--- config.mk ---
export PLATFORM = sky130hd
export DESIGN_NAME = unpool_layer
export DESIGN_NICKNAME = d
export VERILOG_FILES = /design/src/rtl/unpool_layer.sv
export SDC_FILE = /design/constraint.sdc
export NUM_CORES = 2
export LEC_CHECK = 0
export ABC_AREA = 1
export ABC_CLOCK_PERIOD_IN_PS = 7710
export CELL_PAD_IN_SITES_DETAIL_PLACEMENT = 0
export CELL_PAD_IN_SITES_GLOBAL_PLACEMENT = 1
export CORE_AREA = 2 2 581 583
export CTS_CLUSTER_SIZE = 16
export DETAILED_ROUTE_END_ITERATION = 7
export DIE_AREA = 0 0 583 585
export GPL_TIMING_DRIVEN = 1
export PLACE_DENSITY = 0.47
export SLEW_MARGIN = 0
export SYNTH_ARGS = -nofsm -noshare
export SYNTH_HDL_FRONTEND = slang
export SYNTH_SLANG_ARGS = --single-unit
--- constraint.sdc ---
create_clock -name clk -period 7.71 [get_ports clk]
set_input_delay 1.1565 -clock clk [delete_from_list [all_inputs] [get_ports clk]]
set_output_delay 1.1565 -clock clk [all_outputs]
set_load 0.01 [all_outputs]
--- src/rtl/unpool_layer.sv ---
// 2x2 unpooling: expands a (W/2)x(H/2) source map into a WxH map, one element per cycle.
// MODE 0 divides each source by 4 (avg-pool backward), MODE 1 copies (nearest neighbour).
module unpool_layer #(
  parameter int unsigned FM_WIDTH  = 6,
  parameter int unsigned FM_HEIGHT = 6,
  parameter int unsigned MODE      = 0,
  localparam int unsigned NumOut   = FM_WIDTH * FM_HEIGHT,
  localparam int unsigned NumSrc   = NumOut / 4
) (
  input  logic               clk,
  input  logic               rst,
  input  logic               start,
  input  logic signed [31:0] input_fm [0:NumSrc-1],
  output logic               busy,
  output logic               out_valid,
  output logic [5:0]         out_index,
  output logic signed [31:0] out_data,
  output logic               done,
  output logic signed [31:0] output_fm [0:NumOut-1]
);

  localparam int unsigned HalfW   = FM_WIDTH / 2;
  localparam int unsigned ColW    = (FM_WIDTH > 1) ? $clog2(FM_WIDTH) : 1;
  localparam int unsigned RowW    = (FM_HEIGHT > 1) ? $clog2(FM_HEIGHT) : 1;
  localparam int unsigned SrcW    = (NumSrc > 1) ? $clog2(NumSrc) : 1;
  localparam logic [5:0]  LastIdx = 6'(NumOut - 1);
  localparam logic [ColW-1:0] LastCol = ColW'(FM_WIDTH - 1);

  typedef enum logic [1:0] {StIdle, StExpand, StDone} state_e;

  state_e              state_q, state_d;
  logic [5:0]          cnt_q, cnt_d;
  logic [ColW-1:0]     col_q, col_d;
  logic [RowW-1:0]     row_q, row_d;
  logic                busy_q, busy_d;
  logic                valid_q, valid_d;
  logic                done_q, done_d;
  logic [5:0]          index_q;
  logic signed [31:0]  data_q;
  logic signed [31:0]  src_q [0:NumSrc-1];
  logic signed [31:0]  fm_q [0:NumOut-1];
  logic                load;
  logic                wr_en;
  logic [SrcW-1:0]     src_idx;
  logic signed [31:0]  src;
  logic signed [31:0]  val;

  // Row/column counters track cnt_q so the source address needs no divider.
  always_comb begin
    src_idx = SrcW'(row_q >> 1) * SrcW'(HalfW) + SrcW'(col_q >> 1);
    src     = src_q[src_idx];
    val     = (MODE == 0) ? (src >>> 2) : src;
  end

  always_comb begin
    state_d = state_q;
    cnt_d   = cnt_q;
    col_d   = col_q;
    row_d   = row_q;
    busy_d  = busy_q;
    valid_d = 1'b0;
    done_d  = done_q;
    load    = 1'b0;
    wr_en   = 1'b0;
    unique case (state_q)
      StIdle, StDone: begin
        busy_d = 1'b0;
        done_d = (state_q == StDone);
        if (start) begin
          load    = 1'b1;
          busy_d  = 1'b1;
          done_d  = 1'b0;
          cnt_d   = '0;
          col_d   = '0;
          row_d   = '0;
          state_d = StExpand;
        end
      end
      StExpand: begin
        wr_en   = 1'b1;
        valid_d = 1'b1;
        busy_d  = 1'b1;
        if (cnt_q == LastIdx) begin
          state_d = StDone;
        end else begin
          cnt_d = cnt_q + 1'b1;
          if (col_q == LastCol) begin
            col_d = '0;
            row_d = row_q + 1'b1;
          end else begin
            col_d = col_q + 1'b1;
          end
        end
      end
      default: state_d = StIdle;
    endcase
  end

  always_ff @(posedge clk or negedge rst) begin
    if (!rst) begin
      state_q <= StIdle;
      cnt_q   <= '0;
      col_q   <= '0;
      row_q   <= '0;
      busy_q  <= 1'b0;
      valid_q <= 1'b0;
      done_q  <= 1'b0;
    end else begin
      state_q <= state_d;
      cnt_q   <= cnt_d;
      col_q   <= col_d;
      row_q   <= row_d;
      busy_q  <= busy_d;
      valid_q <= valid_d;
      done_q  <= done_d;
    end
  end

  always_ff @(posedge clk or negedge rst) begin
    if (!rst) begin
      index_q <= '0;
      data_q  <= '0;
      for (int i = 0; i < int'(NumSrc); i++) src_q[i] <= '0;
      for (int i = 0; i < int'(NumOut); i++) fm_q[i] <= '0;
    end else begin
      if (load) begin
        for (int i = 0; i < int'(NumSrc); i++) src_q[i] <= input_fm[i];
      end
      if (wr_en) begin
        index_q      <= cnt_q;
        data_q       <= val;
        fm_q[cnt_q]  <= val;
      end
    end
  end

  assign busy      = busy_q;
  assign out_valid = valid_q;
  assign out_index = index_q;
  assign out_data  = data_q;
  assign done      = done_q;
  assign output_fm = fm_q;

endmodule

== Word level (Yosys, flattened, before mapping) ==
Index checks and enable logic that the tools add are counted.

* Flip-flop bits (word level): 1,493
* Latch bits: 0
* Bits in writable memories: 0
* ROM bits: 0
* Input port bits: 291
* Output and inout bits: 1,193
* Word-level logic and storage cells: 103
* Memories: 0

* Add/subtract/negate cells: 4
* $mul: 1
* Divide/modulo/power cells: 0
* Magnitude comparators: 3
* Equal/unequal tests: 8
* Shifts and indexed selects: 0
* Mux-type cells: 24
* Bitwise gates (word level): 2
* Reductions and logical operators: 7

{| class="wikitable"
|+ Operators with widths
! cell !! number
|-
| 1152-bit bitwise mux || 1
|-
| 32-bit demux with 6-bit select || 1
|-
| 32-bit binary-select mux with 4-bit select || 1
|-
| 32-bit 2-to-1 mux || 3
|-
| 3-bit 2-to-1 mux || 5
|-
| 6-bit 2-to-1 mux || 2
|-
| 3-bit one-hot mux with 2 select lines || 2
|-
| 6-bit one-hot mux with 2 select lines || 1
|-
| 2-bit inequality test, second input constant || 4
|-
| 7-bit >= comparator, second input constant || 1
|-
| 7-bit by 1-bit < comparator with 1-bit output, second input constant || 1
|-
| 6-bit NOT with 7-bit output || 1
|-
| 3-bit by 1-bit adder with 3-bit output, second input constant || 2
|-
| 6-bit by 1-bit adder with 6-bit output, second input constant || 1
|-
| 6-bit == test, second input constant || 1
|-
| 5-bit >= comparator, second input constant || 1
|-
| 4-bit NOT with 5-bit output || 1
|-
| 4-bit by 2-bit adder with 4-bit output || 1
|-
| 2-bit by 2-bit multiplier with 4-bit output, second input constant || 1
|-
| 1-bit 2-to-1 mux || 4
|-
| 2-bit 2-to-1 mux || 2
|-
| 2-bit one-hot mux with 2 select lines || 1
|-
| 4-bit AND reduction || 1
|-
| 3-bit == test, second input constant || 1
|-
| other kinds (9) || 9
|}

== Longest topological paths before layout ==
* Depth after elaboration: 7
* Depth in mapped cells: 12
* Depth with buffers taken out: 9

== Worst setup path after synthesis ==
OpenSTA, ideal clock, no wires.

* Path type: register to register
* Start point: reg col_q[2]
* End point: reg fm_q (netlist bit output_fm[288])
* Setup time: 0.117 ns
* Data arrival time: 2.527 ns
* Required time: 7.593 ns
* Slack: 5.066 ns
* Cell stages (with the launch flop): 12
* Path buffers: 2
* Period minus slack after synthesis: 2.644 ns
* Cell sequence: dfrtp_1 fa_1 ha_1 fa_1 inv_1 clkbuf_1 nand3_1 nand3_1 nand2_2 buf_4 nand2_1 nand2_1

* Word-level cells in the longest chain between the ends: 6

{| class="wikitable"
|+ RTL lines
! item !! RTL line !! source
|-
| from (decl) || 33 || <nowiki>logic [ColW-1:0] col_q, col_d;</nowiki>
|-
| from (signal assigned) || 111 || <nowiki>col_q <= col_d;</nowiki>
|-
| 4-bit by 2-bit adder with 4-bit output || 50 || <nowiki>src_idx = SrcW'(row_q >> 1) * SrcW'(HalfW) + SrcW'(col_q >> 1);</nowiki>
|-
| 4-bit NOT with 5-bit output (not written as such) || 51 || <nowiki>src = src_q[src_idx];</nowiki>
|-
| 32-bit binary-select mux with 4-bit select || 51 ||
|-
| 32-bit 2-to-1 mux (not written as such) (2 in a row) || 51 ||
|-
| 1152-bit bitwise mux || 132 || <nowiki>fm_q[cnt_q] <= val;</nowiki>
|-
| to (signal, indexed assignment) || 132 ||
|-
| to (decl) || 41 || <nowiki>logic signed [31:0] fm_q [0:NumOut-1];</nowiki>
|}

Every way passes these cells. The select of a mux whose other input is x is not followed.
A chain may end at the register's enable or synchronous reset.

== Worst setup path in the final report ==
* Start point: reg col_q[2]
* End point: reg fm_q (netlist bit output_fm[193])

Same word-level chain as after synthesis.

==> reports/summary.txt <==
Wire length per cell -> 26.77 microns
First-pass GRT wire length -> 452.5 mm
Critical path type -> reg2reg
Vias in the first global route -> 50.07k
Port bufs -> 1,465
Largest net degree at the start of global routing -> 176
Total track usage -> 0.1920
Setup Buffers After CTS -> 0
Sink Count -> 1,403
RSZ-0062 raised after global routing -> no
Post-synth EDFFs -> 0
Fraction of registers with async set/reset -> 1.000
Ports -> 1,484
Dpl ws -> 2594 ps
R2r setup slk -> 2890 ps
Final instance area -> 81,770 sq um
Final Max Slew Viols -> 0
Max Cap Viol -> 0
Maximum VDD drop -> 544.8 uV
Path depth of the worst reg2reg path -> 11
Avg Cell Area, Syn -> 8.416 sq um
Avg Vias per Cell -> 4.012
# hold bufs at CTS -> 0
RR Startpoint -> col_q[2]
Chip height -> 585 microns
Iteration-0 DRC Markers -> 3,752
Area contributors post-synth -> dfrtp_1 (62%), nand2_1 (27%), buf_4 (2.1%)
Root Driver -> clkbuf_16
Power Density -> 575.5 nW/um^2
Pre-antenna DRT Iters -> 6
Skew final -> 73.96 ps
Pleak -> 40.13 nW
Cts bufs inserted -> 185
Synth-to-Final Area Change -> 43.89%
Cell with the most instances after synthesis -> nand2_1
FF+latch count, synth -> 1,403
Nature of the critical path endpoint -> register
Total power -> 47.06 mW
Final net count -> 8,324
Fraction of layout cells with a size suffix above 1 -> 0.06261
# setup viols final -> 0
Final period util -> 0.6251
Initial antenna violation count -> 84
Status -> finished, final reports clean
Placed Area -> 75,620 sq um
Synth cell count leaders -> nand2_1 (4,042), dfrtp_1 (1,403), inv_1 (243), o21ai_0 (220), nand3_1 (204)
Vias -> 50.51k
Synth top area share -> 0.6178
RR Endpoint -> output_fm[193]
Worst Path Arrival -> 5610 ps
Clock slew at reported path FFs -> 60 ps
Worst slew pin tran -> 1207 ps
Sum Neg Setup Slack -> 0 ps
Clk buf depth -> 4
Maximum clock frequency -> 207.5 MHz
Initial Util -> 0.1695
Post-Syn Instances -> 6,753
Final Critical Period -> 4819 ps
Worst Path Max Fanout -> 32
Worst path required time -> 8500 ps
CTS tree -> built
Max_slew headroom -> 0.1905
Gpl congestion -> 0.7879
Post-route setup slack -> 2891 ps
Std cell rows -> 213
Resized cells post-CTS -> 0
Syn_nets -> 7,050
Htree depth -> 4
Fillers -> 36.25k
Leading area contributor after synthesis -> dfrtp_1
Die W -> 583 microns
Post-synthesis cell area -> 56,830 sq um
Drt drc -> 0
Hold Path Class -> in2async
Yosys warnings -> 0
Final HPWL DP -> 227.6 mm
Count of final hold-check violations -> 0
Grt total ovfl -> 0
Drt total wl -> 337.0 mm
Netlist cell types -> 28
Seq/Total Area, Yosys -> 0.6178
CORE AREA -> 335,300 sq um
Routed Antenna Nets -> 0
Ys flop type -> dfrtp_1
Startpoint types -> register
Worst-Skew Late Latency -> 910 ps
Die ar. -> 341,100 sq um
==> worst max-delay path by stage <==
stage | startpoint | slack [ps] | endpoint
2_1_floorplan | col_q[2] | 5070 | output_fm[288]
3_3_place_gp | col_q[2] | 2610 | output_fm[51]
3_5_place_dp | col_q[2] | 2590 | output_fm[51]
4_1_cts | col_q[2] | 2580 | output_fm[51]
5_1_grt | col_q[2] | 2620 | output_fm[51]
6_report | col_q[2] | 2890 | output_fm[193]
==> worst max-delay path, cell delays in order, from the launching register on <==
cell and delay (ps):
dfrtp_1 450, fa_1 610, ha_4 140, fa_2 410
buf_4 290, nor4_4 560, buf_4 480, nand2_1 160
nand2_4 460, buf_4 790, nand2_1 100, nand2_1 90
==> registers in the layout, summed over array words and instances (netlist names) <==
register   flops
src_q        270
out_valid      1
col_q          3
out_data      30
out_index      6
busy           1
state_q        2
row_q          3
cnt_q          6
output_fm   1080
done           1
==> stage by stage <==
stage	hold slack (ps)	util	std cells
floorplan	440.7	-	6753
global placement	455.2	0.2256	12247
detailed placement	458.5	0.2256	12247
CTS	152.0	0.2438	12569
global route	168.6	0.2438	12579
finish	184.6	0.2439	12589
==> cells in the final DEF (no fill, tap or decap), types with 31 or more instances in the layout <==
cell	netlist	layout
buf_4	157	111
clkbuf_1	185	37
clkbuf_16	0	188
clkbuf_8	0	49
clkdlybuf4s50_1	0	1464
dfrtp_1	1403	1403
inv_1	243	237
nand2_1	4042	4015
nand2_4	0	31
nand3_1	204	204
nor2_1	42	42
o21ai_0	220	220
==> where the power goes <==
part           internal [mW]  leakage [nW]  switching, mW
combinational           6.95          18.9           19.4
clock                   5.21          3.00           3.65
sequential              10.3          18.2           1.63
==> cell type report <==
| cell class | instances | area, sq um | area share |
|---|---|---|---|
| Timing Repair Buffer | 1586 | 15720 | 0.1922 |
| Clock inverter | 48 | 581.8 | 0.007115 |
| Multi-Input combinational cell | 4585 | 18280 | 0.2235 |
| Sequential cell | 1403 | 35110 | 0.4293 |
| Tap cell | 4407 | 5514 | 0.06743 |
| Clock buffer | 274 | 5518 | 0.06748 |
| Antenna cell | 20 | 50.05 | 0.0006120 |
| Inverter | 266 | 1010 | 0.01235 |
==> logic make-up after synthesis <==
logic type,count (synthesis),synth area share
AO/OA/AOI/OAI,228,0.02017
XOR/XNOR,2,0.0003083
adder cells (fa/ha/maj),6,0.001585
buffers and inverters,765,0.06519
flip-flops,1403,0.6178
AND/OR/NAND/NOR,4349,0.2950
==> routing by layer <==
| metal | track usage | routed length [microns] | vias up |
|---|---|---|---|
| met5 | 0 | 222 | - |
| met4 | 0.05784 | 10900 | 36 |
| met3 | 0.05348 | 27370 | 473 |
| met2 | 0.3185 | 158200 | 1974 |
| met1 | 0.2414 | 140200 | 25101 |
| li1 | - | - | 22921 |
Note: power is estimated with default switching activity, not from simulation.
